===== config.mk =====
export PLATFORM = sky130hd
export DESIGN_NAME = hex_message_scroller
export DESIGN_NICKNAME = d
export VERILOG_FILES = /design/src/rtl/hex_message_scroller.sv
export SDC_FILE = /design/constraint.sdc
export NUM_CORES = 1
export LEC_CHECK = 0
export ABC_AREA = 1
export CELL_PAD_IN_SITES_DETAIL_PLACEMENT = 1
export CELL_PAD_IN_SITES_GLOBAL_PLACEMENT = 1
export CORE_MARGIN = 5
export CORE_UTILIZATION = 38
export DETAILED_ROUTE_END_ITERATION = 8
export PLACE_DENSITY_LB_ADDON = 0.12
export SYNTH_ARGS = -nofsm -noshare
export SYNTH_HDL_FRONTEND = slang
export SYNTH_SLANG_ARGS = --single-unit

===== constraint.sdc =====
create_clock -name MAX10_CLK1_50 -period 4.05 [get_ports MAX10_CLK1_50]
set_clock_uncertainty 0.15 [all_clocks]
set_input_delay 0.81 -clock MAX10_CLK1_50 [delete_from_list [all_inputs] [get_ports MAX10_CLK1_50]]
set_output_delay 0.81 -clock MAX10_CLK1_50 [all_outputs]
set_load 0.1 [all_outputs]

===== src/rtl/hex_message_scroller.sv =====
// Multi-message hex display driver for the six DE10-Lite seven-segment digits.
// Modes: static select, auto-cycle, scroll, freeze. Optional macro DEBOUNCE_EN adds key debounce.
module hex_message_scroller #(
   parameter int unsigned CLK_HZ          = 50000000,
   parameter int unsigned TICK_HZ         = 2,
   parameter int unsigned NUM_MSG         = 2,
   parameter int unsigned MSG_DIGITS      = 6,
   parameter logic [NUM_MSG*MSG_DIGITS*4-1:0] MSG_INIT = 48'h071030_008150,
   parameter int unsigned DEBOUNCE_CYCLES = 500000
) (
   input  logic       MAX10_CLK1_50,
   input  logic       RESET_N,
   input  logic       KEY_NEXT,
   input  logic [1:0] MODE,
   output logic [7:0] HEX0,
   output logic [7:0] HEX1,
   output logic [7:0] HEX2,
   output logic [7:0] HEX3,
   output logic [7:0] HEX4,
   output logic [7:0] HEX5,
   output logic [9:0] LEDR
);

   localparam int unsigned TICK_DIV = CLK_HZ / TICK_HZ;
   localparam int unsigned CNT_W    = $clog2(TICK_DIV);
   localparam int unsigned OFF_W    = $clog2(MSG_DIGITS);

   typedef enum logic [1:0] {
      ModeStatic = 2'b00,
      ModeAuto   = 2'b01,
      ModeScroll = 2'b10,
      ModeFreeze = 2'b11
   } mode_e;

   if (NUM_MSG < 1 || NUM_MSG > 8 || MSG_DIGITS < 6 || TICK_DIV < 2 || DEBOUNCE_CYCLES < 1)
   begin : g_param_check
      $error("hex_message_scroller: illegal parameter value");
   end

   logic key_s1_q, key_s2_q;
   logic press_raw;

   always_ff @(posedge MAX10_CLK1_50) begin
      if (!RESET_N) begin
         key_s1_q <= 1'b1;
         key_s2_q <= 1'b1;
      end else begin
         key_s1_q <= KEY_NEXT;
         key_s2_q <= key_s1_q;
      end
   end

`ifdef DEBOUNCE_EN
   localparam int unsigned DB_W = $clog2(DEBOUNCE_CYCLES + 1);

   logic [DB_W-1:0] db_cnt_q, db_cnt_d;

   // Count consecutive low samples; saturate so a long hold fires only once.
   always_comb begin
      db_cnt_d = db_cnt_q;
      if (key_s2_q) begin
         db_cnt_d = '0;
      end else if (db_cnt_q != DB_W'(DEBOUNCE_CYCLES)) begin
         db_cnt_d = db_cnt_q + 1'b1;
      end
      press_raw = !key_s2_q && (db_cnt_q == DB_W'(DEBOUNCE_CYCLES - 1));
   end

   always_ff @(posedge MAX10_CLK1_50) begin
      if (!RESET_N) begin
         db_cnt_q <= '0;
      end else begin
         db_cnt_q <= db_cnt_d;
      end
   end
`else
   logic key_s3_q;

   always_ff @(posedge MAX10_CLK1_50) begin
      if (!RESET_N) begin
         key_s3_q <= 1'b1;
      end else begin
         key_s3_q <= key_s2_q;
      end
   end

   assign press_raw = key_s3_q && !key_s2_q;
`endif

   mode_e            mode;
   logic [1:0]       mode_q;
   logic [2:0]       idx_q, idx_d;
   logic [OFF_W-1:0] off_q, off_d;
   logic [CNT_W-1:0] cnt_q, cnt_d;
   logic             freeze, mode_chg, press, tick, advance;

   assign mode = mode_e'(MODE);

   // Entering freeze is not treated as a mode change so that it retains its state.
   always_comb begin
      freeze   = (mode == ModeFreeze);
      mode_chg = (MODE != mode_q) && !freeze;
      press    = press_raw && !freeze;
      tick     = !freeze && !mode_chg && (cnt_q == CNT_W'(TICK_DIV - 1));
      advance  = press || (tick && (mode == ModeAuto));

      cnt_d = cnt_q;
      idx_d = idx_q;
      off_d = off_q;

      if (!freeze) begin
         if (press || mode_chg || tick) begin
            cnt_d = '0;
         end else begin
            cnt_d = cnt_q + 1'b1;
         end
      end

      if (advance) begin
         idx_d = (idx_q == 3'(NUM_MSG - 1)) ? 3'd0 : idx_q + 3'd1;
      end

      if ((mode == ModeStatic) || (mode == ModeAuto) || press || mode_chg) begin
         off_d = '0;
      end else if (tick && (mode == ModeScroll)) begin
         off_d = (off_q == OFF_W'(MSG_DIGITS - 1)) ? '0 : off_q + 1'b1;
      end
   end

   always_ff @(posedge MAX10_CLK1_50) begin
      if (!RESET_N) begin
         mode_q <= 2'b00;
         idx_q  <= 3'd0;
         off_q  <= '0;
         cnt_q  <= '0;
      end else begin
         mode_q <= MODE;
         idx_q  <= idx_d;
         off_q  <= off_d;
         cnt_q  <= cnt_d;
      end
   end

   function automatic logic [7:0] hex_seg(input logic [3:0] d);
      logic [7:0] s;
      case (d)
         4'h0: s = 8'hC0;
         4'h1: s = 8'hF9;
         4'h2: s = 8'hA4;
         4'h3: s = 8'hB0;
         4'h4: s = 8'h99;
         4'h5: s = 8'h92;
         4'h6: s = 8'h82;
         4'h7: s = 8'hF8;
         4'h8: s = 8'h80;
         4'h9: s = 8'h90;
         4'hA: s = 8'h88;
         4'hB: s = 8'h83;
         4'hC: s = 8'hC6;
         4'hD: s = 8'hA1;
         4'hE: s = 8'h86;
         default: s = 8'h8E;
      endcase
      return s;
   endfunction

   // seg_d[0] drives HEX5 (leftmost), seg_d[5] drives HEX0.
   logic [7:0] seg_d [6];
   logic [7:0] hex_q [6];
   logic [9:0] ledr_q;

   always_comb begin
      for (int unsigned p = 0; p < 6; p++) begin
         int unsigned pos;
         int unsigned bit_idx;
         pos = 32'(off_q) + p;
         if (pos >= MSG_DIGITS) begin
            pos = pos - MSG_DIGITS;
         end
         bit_idx  = (32'(idx_q) * MSG_DIGITS + pos) * 4;
         seg_d[p] = hex_seg(MSG_INIT[bit_idx +: 4]);
      end
   end

   always_ff @(posedge MAX10_CLK1_50) begin
      if (!RESET_N) begin
         hex_q  <= '{default: 8'hFF};
         ledr_q <= '0;
      end else begin
         hex_q  <= seg_d;
         ledr_q <= {MODE, 8'(8'd1 << idx_q)};
      end
   end

   assign HEX5 = hex_q[0];
   assign HEX4 = hex_q[1];
   assign HEX3 = hex_q[2];
   assign HEX2 = hex_q[3];
   assign HEX1 = hex_q[4];
   assign HEX0 = hex_q[5];
   assign LEDR = ledr_q;

endmodule


==> results of run 1 <==
what timing repair did:
action                                  CTS  global route
pin swaps                                 3            53
setup buffers                             7            16
endpoints found under the setup margin   22            34
gates resized for setup                  19           115
power groups by stage:
stage	combinational, mW	clock, mW	sequential (mW)
floorplan	0.322	0	1.34
global placement	0.944	0	0.938
detailed placement	0.953	0	0.940
CTS	0.960	0.903	0.920
global route	1.09	0.940	0.924
finish	1.02	0.869	0.917
layer usage:
layer,routed length [µm],global-route usage
met4,288,0.04640
met5,0,0
met2,9191,0.3138
met3,427,0.02676
met1,8104,0.2181
kinds of logic after synthesis:
logic type               Yosys count
AO/OA/AOI/OAI                     99
AND/OR/NAND/NOR                  454
adder cells (fa/ha/maj)           93
XOR/XNOR                          33
other                              2
flip-flops                        86
buffers and inverters            154
final cells by class:
type	count	area, µm²	share of cell area
clock buffer	9	225.2	0.02631
clock inverter	7	77.57	0.009063
inverter	137	524.3	0.06125
multi-input combinational	687	4548	0.5314
sequential	86	1733	0.2025
tap	220	275.3	0.03216
timing repair buffer	134	1176	0.1374
through the flow:
step | instance area [µm²] | power [mW]
detailed placement | 7600 | 1.893
CTS | 7996 | 2.783
global route | 8559 | 2.955
global placement | 7600 | 1.882
floorplan | 6449 | 1.663
finish | 8559 | 2.804
final timing paths:
| kind | cells after the start | start | slack (ns) | end |
|---|---|---|---|---|
| worst max-delay path | 26 | off_q[1] | -0.05 | HEX0[3] |
| worst min-delay path | 1 | key_s1_q | 0.26 | key_s2_q |
| worst max register to register | 26 | off_q[1] | -0.05 | HEX0[3] |
| worst min register to register | 1 | key_s1_q | 0.26 | key_s2_q |
registers in the layout, indices dropped and copies added (netlist names), 3 cells and up:
name	count
cnt_q	25
HEX1	7
HEX4	7
HEX0	7
idx_q	3
HEX3	7
HEX2	7
off_q	3
HEX5	7
LEDR	8
synth_stat cells (all sizes together):
cell,n,share of area
a21boi,4,0.0094
o21ai,44,0.035
conb,2,0.0012
nand2,274,0.16
o21a,1,0.0012
nor4,3,0.0039
and3,1,0.00098
or2,2,0.0020
a221oi,1,0.0014
inv,137,0.080
o21bai,3,0.0035
nor3,13,0.010
nand3b,8,0.0094
nor2,70,0.046
fa,7,0.022
dfxtp,86,0.27
a21o,1,0.0012
nand4,19,0.020
buf,12,0.012
xnor2,15,0.021
nand3,62,0.050
a211oi,2,0.0023
xor2,18,0.026
ha,86,0.17
nor3b,2,0.0023
a21oi,41,0.034
clkbuf,5,0.0029
a31o,1,0.0014
a2bb2oi,1,0.0014
placed cells by master (no fill, tap or decap), types with 3 or more instances in the layout:
| cell | instances |
|---|---|
| o21bai_1 | 3 |
| o21ai_0 | 32 |
| clkbuf_16 | 9 |
| ha_4 | 17 |
| o21ai_2 | 5 |
| nor2_2 | 5 |
| nand2_1 | 241 |
| inv_1 | 111 |
| nand2_2 | 25 |
| nor3_1 | 13 |
| xnor2_1 | 13 |
| ha_1 | 61 |
| nand3_2 | 10 |
| fa_2 | 3 |
| xor2_1 | 16 |
| dfxtp_4 | 3 |
| conb_1 | 8 |
| nand3b_1 | 8 |
| nor2_1 | 60 |
| nand3_1 | 52 |
| clkdlybuf4s50_1 | 56 |
| fa_1 | 4 |
| dfxtp_1 | 83 |
| buf_4 | 70 |
| a21oi_1 | 39 |
| inv_2 | 22 |
| ha_2 | 8 |
| inv_4 | 4 |
| nor2_4 | 5 |
| nand4_1 | 18 |
| inv_6 | 3 |
| nand2_4 | 8 |
| buf_6 | 8 |
| o21ai_1 | 7 |
worst max-delay path: stages, from the launching register on:
cell and delay [ns]:
dfxtp_4 0.37, ha_4 0.18, nand2_4 0.07, inv_4 0.04, nor2_4 0.18, inv_2 0.08, ha_4 0.16, inv_4 0.05
ha_4 0.13, nand2_4 0.05, xor2_1 0.19, ha_2 0.23, inv_2 0.05, fa_2 0.35, nand3b_1 0.21, nand2_1 0.10
nand2_2 0.07, nand2_4 0.10, xor2_4 0.16, nand4_1 0.18, o21ai_2 0.24, nand2_4 0.12, ha_4 0.27, nand3_2 0.05
nand2_1 0.07, nand2_1 0.06, nand3_1 0.06
==> impl_metrics.tcl, run 1 <==
set metrics [dict create \
    boundaryPins 63 \
    place_inst 1241 \
    final.setup.tns_ns -0.08207 \
    status "finished with violations" \
    ys_ff_latch 86 \
    p_clk_frac 0.310 \
    drv_cap 0 \
    setup_ws_ns -0.04683 \
    grt_pass1_vias 6079 \
    hold_violations 0 \
    hpwl_um 12940 \
    postCtsHoldBufs 0 \
    synth_compound_area_frac 0.09043 \
    muxShareOfSynthArea 0 \
    sw_frac_of_total 0.4053 \
    clk_path_buf_depth 2 \
    routed_wirelength_um 18010 \
    fill_cells 2095 \
    ys_seq_area_frac 0.2688 \
    avgSynthCellArea_um2 6.956 \
    syn-cell-area_um2 6406 \
    p_int_mw 1.667 \
    clock_latency_ns 0.36 \
    rsz0062_at_grt "true" \
    max_freq_mhz 244.1 \
    num_vias 6160 \
    vdd_drop_max_v 0.0002010 \
    min_period_over_period 1.012 \
    power_frac_comb 0.363 \
    clk_pin_slew_ns 0.07 \
    synth_fa_ha_area_frac 0.1898 \
    p_leak_nw 4.081 \
    setup_violations 2 \
    overflow 0 \
    seq_power_share 0.327 \
    failed_checks "negative setup slack" \
    diodes 0 \
    grtUsageTotal 0.1749 \
    root_buffer "clkbuf_16" \
    critPathCaptureType "flop" \
    synth_cells 921 \
    antenna_found_initial 0 \
    crit_type "reg -> reg" \
    synth_top_family_by_area "simple AND/OR/NAND/NOR gates" \
    core_um2 16580 \
    nets 1153 \
    ant_nets 0 \
    cts_buffers 9 \
    gp_congestion 0.7981 \
    h-tree-depth 3 \
    dp_worst_setup_slack_ns -0.2272 \
    fin_crit_ns 4.097 \
    p_switching_mw 1.136 \
    min_path_type "reg -> reg" \
    route.detailed.drc 0 \
    synthSimpleGateAreaFrac 0.3084 \
    syn_to_final_growth_pct 33.61 \
    yosysWarnings 0 \
    post_drt_wl_per_cell_um 14.07 \
    die_height_um 139.8 \
    fin_cells 1280 \
    grt_pass1_wl_um 28700 \
    crit_path_max_fanout 4 \
    drtIter0Drc 174 \
    synth_xor_area_frac 0.04629 \
    row_count 47 \
    drive_gt1_frac 0.2113 \
    cp-start-kind "flop" \
    slew_violations 0 \
    whs_ns 0.2638 \
    grt_max_degree 40 \
    yosysUniqueCellTypes 43 \
    initial_utilization 0.3863 \
    slew_headroom 0.3344 \
    dr.pass1.iters 4 \
    cts_tree "yes" \
    cts.sinks 86 \
    power_density_nw_per_um2 327.6 \
    die_area_um2 19560 \
    fin_util 0.5161 \
    io_buffers 56 \
    cp_data_required_time_ns 4.13 \
    via_per_inst 4.813 \
    worstMarginPinSlew_ns 0.9953 \
    dieWidth_um 139.8 \
    cp.arrival_ns 4.17 \
]
(Power assumes the default switching activity.)
==> inputs of run 2 (changes only) <==
--- a/config.mk
+++ b/config.mk
@@ -5,11 +5,11 @@
 export SDC_FILE = /design/constraint.sdc
 export NUM_CORES = 1
 export LEC_CHECK = 0
-export ABC_AREA = 1
+export ABC_CLOCK_PERIOD_IN_PS = 4050
 export CELL_PAD_IN_SITES_DETAIL_PLACEMENT = 1
 export CELL_PAD_IN_SITES_GLOBAL_PLACEMENT = 1
 export CORE_MARGIN = 5
-export CORE_UTILIZATION = 38
+export CORE_UTILIZATION = 40
 export DETAILED_ROUTE_END_ITERATION = 8
 export PLACE_DENSITY_LB_ADDON = 0.12
 export SYNTH_ARGS = -nofsm -noshare
==> run 2 against run 1 <==
Net effect: critical path type unchanged; largest power group is now registers; synthesized cell count is 18% lower; first-iteration DRC count is 24% higher; fmax is 1.4% lower; area after synthesis is 0.49% higher; hold slack better by 0.0010 ns; clock power is 0.6% lower; die area is 4.2% lower; the flow still finishes with violations (negative setup slack).
==> impl_metrics.tcl, run 2 <==
set metrics [dict create \
    synth-edff-count 0 \
    synth_top_cells_by_area "dfxtp_1, ha_1, inv_1" \
    final_common_cell "buf_4" \
    rrSetupSlack_ns -0.10 \
    synth_top_family_by_area "simple AND/OR/NAND/NOR gates" \
    min_period_over_period 1.026 \
    r2r_cells 23 \
    drtIter0Drc 216 \
    fill_cells 1786 \
    min_path_type "reg -> reg" \
    h-tree-depth 3 \
    path_cells "ha_4 > xor2_4 > buf_6 > ha_4 > inv_2 > ha_4 > inv_4 > a31oi_4 > xnor2_1 > ha_2 > inv_2 > fa_2 > nor3_1 > a21oi_1 > o21ai_1 > and3b_2 > inv_4 > ha_4 > nor2_4 > a21oi_2 > o22ai_1 > nand3_1 > o31a_1" \
    die_area_um2 18730 \
    drive_gt1_frac 0.2808 \
    synth_top_area_share 0.2674 \
    clock_latency_ns 0.35 \
    slew_violations 0 \
    row_count 46 \
    yosysTopAreaCell "dfxtp_1" \
    regMostFlops "cnt_q" \
    hold_violations 0 \
    grt_max_degree 37 \
    syn-cell-area_um2 6437 \
    ys_ff_latch 86 \
    crit_top_cell "ha_4" \
    fin_cells 1110 \
    failed_checks "negative setup slack" \
    num_vias 5781 \
    avgSynthCellArea_um2 8.481 \
    final.setup.tns_ns -0.1048 \
    slew_headroom 0.3370 \
    dieWidth_um 136.9 \
    ant_nets 0 \
    vdd_drop_max_v 0.0002647 \
    crit_type "reg -> reg" \
    initial_utilization 0.4067 \
    r2r_end "HEX4[3]" \
    cpPeakStageDelay_ns 0.52 \
    ys_async_sr_fraction 0 \
    layout_common_cells "buf_4, dfxtp_1, nor2_1" \
    overflow 0 \
    yosysUniqueCellTypes 88 \
    power_density_nw_per_um2 297.9 \
    clk_path_buf_depth 2 \
    crit_end "HEX4[3]" \
    synth-main-ff-cell "dfxtp_1" \
    drv_cap 0 \
    post_drt_wl_per_cell_um 16.77 \
    slowest_stage "fa_2" \
    ys_seq_area_frac 0.2674 \
    setup_ws_ns -0.1047 \
    clk_pin_slew_ns 0.07 \
    grtUsageTotal 0.1888 \
    cp-start-kind "flop" \
    cts_buffers 9 \
    status "finished with violations" \
    synth_compound_area_frac 0.1646 \
    critPathLaunch "off_q[0]" \
    via_per_inst 5.208 \
    ff_latch_area_um2 1738 \
    r2r_start "off_q[0]" \
    synth.top_cells.by_count "dfxtp_1, ha_1, inv_1" \
    power_mw 2.607 \
    antenna_found_initial 0 \
    fin_crit_ns 4.155 \
    io_buffers 56 \
    setup_violations 2 \
    worstMarginPinSlew_ns 0.9914 \
    crit_path_max_fanout 7 \
    critPathCaptureType "flop" \
    cp_data_required_time_ns 4.14 \
    dr.pass1.iters 4 \
    synth_xor_area_frac 0.08183 \
    gp_congestion 0.8184 \
    diodes 0 \
    syn_to_final_growth_pct 35.98 \
    grt_pass1_wl_um 28700 \
    muxShareOfSynthArea 0.01749 \
    max_freq_mhz 240.7 \
    synth_cells 759 \
    boundaryPins 63 \
    p_leak_nw 3.771 \
    synthSimpleGateAreaFrac 0.2095 \
    synth_fa_ha_area_frac 0.1889 \
    multi_input_area_um2 4895 \
    routed_wirelength_um 18610 \
    route.detailed.drc 0 \
    yosysWarnings 0 \
    rsz0062_at_grt "true" \
    cts.sinks 86 \
    root_buffer "clkbuf_16" \
    nets 987 \
    cts_tree "yes" \
    place_inst 1071 \
    hpwl_um 13100 \
    grt_pass1_vias 6061 \
    cp.arrival_ns 4.24 \
    core_um2 15830 \
    postCtsHoldBufs 0 \
    largest_reg_flops 25 \
    die_height_um 136.9 \
]
==> run 2: cell types whose count changed after synthesis, sizes merged, moves of 8 or more <==
cell | before | now
nand2 | 274 | 54
nand4 | 19 | 10
clkbuf | 5 | 22
nand3 | 62 | 32
or3 | 0 | 8
nor2b | 0 | 8
and2 | 0 | 8
nor2 | 70 | 62
a21o | 1 | 15
and3 | 1 | 19
xnor2 | 15 | 24
mux2i | 0 | 9
inv | 137 | 71
nand2b | 0 | 9
==> run 2: metrics by stage <==
step / hold slack (ns) / worst slack (ns) / area [µm²] / utilization
6_report: 0.2649 / -0.1047 / 8753 / 0.5530
2_1_floorplan: 0.2363 / -0.06189 / 6658 / -
5_1_grt: 0.2947 / -0.2570 / 8753 / 0.5530
4_1_cts: 0.2683 / -0.02500 / 8155 / 0.5153
3_3_place_gp: 0.2457 / 0.06668 / 7782 / 0.4917
3_5_place_dp: 0.2507 / -0.1004 / 7782 / 0.4917
==> run 2: where the power goes <==
part           total [mW]  switching (mW)  internal [mW]  leakage [nW]
sequential          0.905          0.0154          0.889         0.712
combinational       0.838           0.588          0.251          2.91
clock               0.864           0.366          0.498         0.145
total                2.61           0.969           1.64          3.77
==> run 2: kinds of logic (layout without fill, tap and decap cells) <==
family | Yosys count | in the layout
buffers and inverters | 103 | 232
adders and majority gates | 93 | 93
AOI/OAI and AO/OA | 158 | 158
muxes | 11 | 11
xor gates and xnor gates | 50 | 50
other | 2 | 8
and+or+nand+nor | 256 | 256
DFF | 86 | 86
==> run 2: cell type report <==
cell class,count,share of cell area
sequential,86,0.1985
inverter,71,0.03245
timing repair buffer,145,0.1439
clock buffer,10,0.02730
tap,216,0.03087
clock inverter,6,0.007719
multi-input combinational,576,0.5592
==> run 2: worst min path at each step <==
stage                         from        to  slack [ns]  cells past startpoint
final                     key_s1_q  key_s2_q        0.26                      1
after detailed placement  key_s1_q  key_s2_q        0.25                      1
after global routing      key_s1_q  key_s2_q        0.29                      1
after floorplan           key_s1_q  key_s2_q        0.24                      1
after CTS                 key_s1_q  key_s2_q        0.27                      1
after global placement    key_s1_q  key_s2_q        0.25                      1
==> run 2: what timing repair did <==
| action | 4_1_cts | 5_1_grt |
|---|---|---|
| pin swaps | 15 | 37 |
| endpoints found under the setup margin | 11 | 33 |
| gates resized for setup | 10 | 109 |
| buffers inserted | 5 | 19 |
==> run 2: layer usage <==
layer	track usage	vias up	routed length [µm]
met2	0.3415	79	10110
met3	0.03419	19	511
met4	0.05820	0	214
met1	0.2266	2824	7779
met5	0	-	0
li1	-	2859	-
==> run 2: worst max-delay path, delay by kind of cell, from the launching register on <==
family,cells,cell delay (ns)
buffers and inverters,5,0.34
AOI/OAI and AO/OA,6,0.70
xor gates and xnor gates,2,0.30
DFF,1,0.37
adders and majority gates,6,1.47
and+or+nand+nor,4,0.70
==> inputs of run 3 (changes only) <==
--- a/config.mk
+++ b/config.mk
@@ -8,9 +8,10 @@
 export ABC_CLOCK_PERIOD_IN_PS = 4050
 export CELL_PAD_IN_SITES_DETAIL_PLACEMENT = 1
 export CELL_PAD_IN_SITES_GLOBAL_PLACEMENT = 1
-export CORE_MARGIN = 5
+export CORE_MARGIN = 3
 export CORE_UTILIZATION = 40
 export DETAILED_ROUTE_END_ITERATION = 8
+export HOLD_SLACK_MARGIN = 0.08
 export PLACE_DENSITY_LB_ADDON = 0.12
 export SYNTH_ARGS = -nofsm -noshare
 export SYNTH_HDL_FRONTEND = slang
==> run 3 against run 2 <==
Net effect: the run still ends with negative setup slack left; highest routed layer unchanged; wire length decreased by 2.8%; largest cell class unchanged; power decreased by 2.9%; clock power decreased by 5.4%; via count increased by 1.5%; cell area decreased by 1.4%; largest power group unchanged; cell count decreased by 0.81%.
==> impl_metrics.tcl, run 3 (synthesized netlist as in run 2, its figures left out) <==
set metrics [dict create \
    fill_cells 1783 \
    overflow 0 \
    multi_input_area_um2 4833 \
    drv_cap 0 \
    slew_headroom 0.3269 \
    setup_violations 11 \
    cts.sinks 86 \
    hold_violations 0 \
    min_path_type "reg -> reg" \
    fin_crit_ns 4.142 \
    cp_data_required_time_ns 4.11 \
    vdd_drop_max_v 0.0001931 \
    rsz0062_at_grt "true" \
    clock_latency_ns 0.36 \
    cp-start-kind "flop" \
    syn_to_final_growth_pct 34.05 \
    drtIter0Drc 129 \
    dr.pass1.iters 4 \
    failed_checks "negative setup slack" \
    post_drt_wl_per_cell_um 16.43 \
    status "finished with violations" \
    postCtsHoldBufs 0 \
    crit_type "reg -> reg" \
    grt_pass1_wl_um 28880 \
    antenna_found_initial 0 \
    boundaryPins 63 \
    setup_ws_ns -0.09172 \
    grt_max_degree 50 \
    critPathCaptureType "flop" \
    max_freq_mhz 241.4 \
    cp.arrival_ns 4.20 \
    ant_nets 0 \
    cts_buffers 9 \
    drive_gt1_frac 0.2629 \
    root_buffer "clkbuf_16" \
    grtUsageTotal 0.1967 \
    initial_utilization 0.4158 \
    worstMarginPinSlew_ns 1.006 \
    route.detailed.drc 0 \
    clk_path_buf_depth 2 \
    crit_path_max_fanout 5 \
    grt_pass1_vias 6125 \
    clk_pin_slew_ns 0.07 \
    io_buffers 56 \
    layout_common_cells "dfxtp_1, buf_4, nor2_1" \
    via_per_inst 5.331 \
    nets 983 \
    largest_reg_flops 25 \
    power_density_nw_per_um2 293.5 \
    cts_tree "yes" \
    whs_ns 0.2909 \
    fin_cells 1101 \
    regMostFlops "cnt_q" \
    min_period_over_period 1.023 \
    place_inst 1053 \
    diodes 0 \
    gp_congestion 0.8828 \
    core_um2 15480 \
    p_leak_nw 3.738 \
    h-tree-depth 3 \
    num_vias 5869 \
    dieWidth_um 132.9 \
    die_height_um 132.9 \
    slew_violations 0 \
    ff_latch_area_um2 1740 \
    row_count 45 \
    hpwl_um 12590 \
    die_area_um2 17650 \
    routed_wirelength_um 18090 \
]
==> run 3: cell count changes in the layout (fill, tap and decap cells not counted), moves of 2 or more <==
cell / before / now
buf_4: 83 / 81
nand2b_4: 2 / 4
and3_1: 16 / 18
inv_2: 14 / 16
nor2_4: 3 / 1
inv_1: 51 / 53
o21ai_1: 12 / 14
nor2_2: 1 / 3
inv_4: 5 / 1
buf_6: 5 / 2
and3_4: 3 / 1
==> run 3: metal layers <==
metal	routed length, µm	up-vias	GRT usage	share of wire
met4	625	0	0.08545	0.035
met5	0	-	0	0
met2	9547	93	0.3674	0.53
li1	-	2858	-	-
met3	452	45	0.03270	0.025
met1	7468	2873	0.2177	0.41
==> run 3: stage by stage <==
stage	TNS [ns]	utilization	area [µm²]	power [mW]	setup WS, ns
after floorplan	-0.1227	-	6658	1.498	-0.06189
after global placement	-0.01291	0.4975	7704	1.660	-0.01291
after detailed placement	-1.283	0.4975	7704	1.679	-0.1533
after CTS	-0.03751	0.5263	8149	2.507	-0.02369
after global routing	-3.642	0.5573	8630	2.645	-0.3271
final	-0.3987	0.5573	8630	2.533	-0.09172
==> run 3: final timing paths <==
path,cells after the start,from,end,slack [ns]
setup reg to reg,20,off_q[0],HEX0[3],-0.09
setup / recovery,20,off_q[0],HEX0[3],-0.09
hold / removal,1,key_s1_q,key_s2_q,0.29
hold reg to reg,1,key_s1_q,key_s2_q,0.29
==> run 3: critical path, stage by stage, from the launching register on <==
cell	delay (ns)
dfxtp_4	0.36
buf_6	0.12
inv_6	0.04
ha_4	0.31
ha_1	0.17
inv_2	0.05
ha_4	0.16
buf_4	0.13
buf_4	0.14
a21oi_1	0.20
a21o_1	0.17
ha_4	0.24
nor2b_1	0.14
o21ai_1	0.16
a21oi_1	0.12
or3_4	0.40
a21oi_4	0.17
and3_4	0.23
ha_1	0.24
a22oi_1	0.15
o221ai_1	0.12
==> run 3: area by class of cell <==
class	count	share of cell area
Multi-Input combinational cell	576	0.5601
Sequential cell	86	0.2017
Timing Repair Buffer	141	0.1427
Inverter	71	0.03175
Tap cell	211	0.03059
Clock buffer	12	0.02972
Clock inverter	4	0.003480
==> run 3: report_power, final <==
part	total [mW]	leakage (nW)	internal [mW]	switching [mW]
registers	0.904	0.712	0.889	0.0152
logic	0.812	2.89	0.240	0.572
clock network	0.817	0.139	0.452	0.365
==> run 3: repair_timing <==
| item | CTS | global route |
|---|---|---|
| setup endpoints to repair | 20 | 30 |
| setup buffers | 10 | 22 |
| resized for setup | 23 | 72 |
| pin swaps | 19 | 28 |
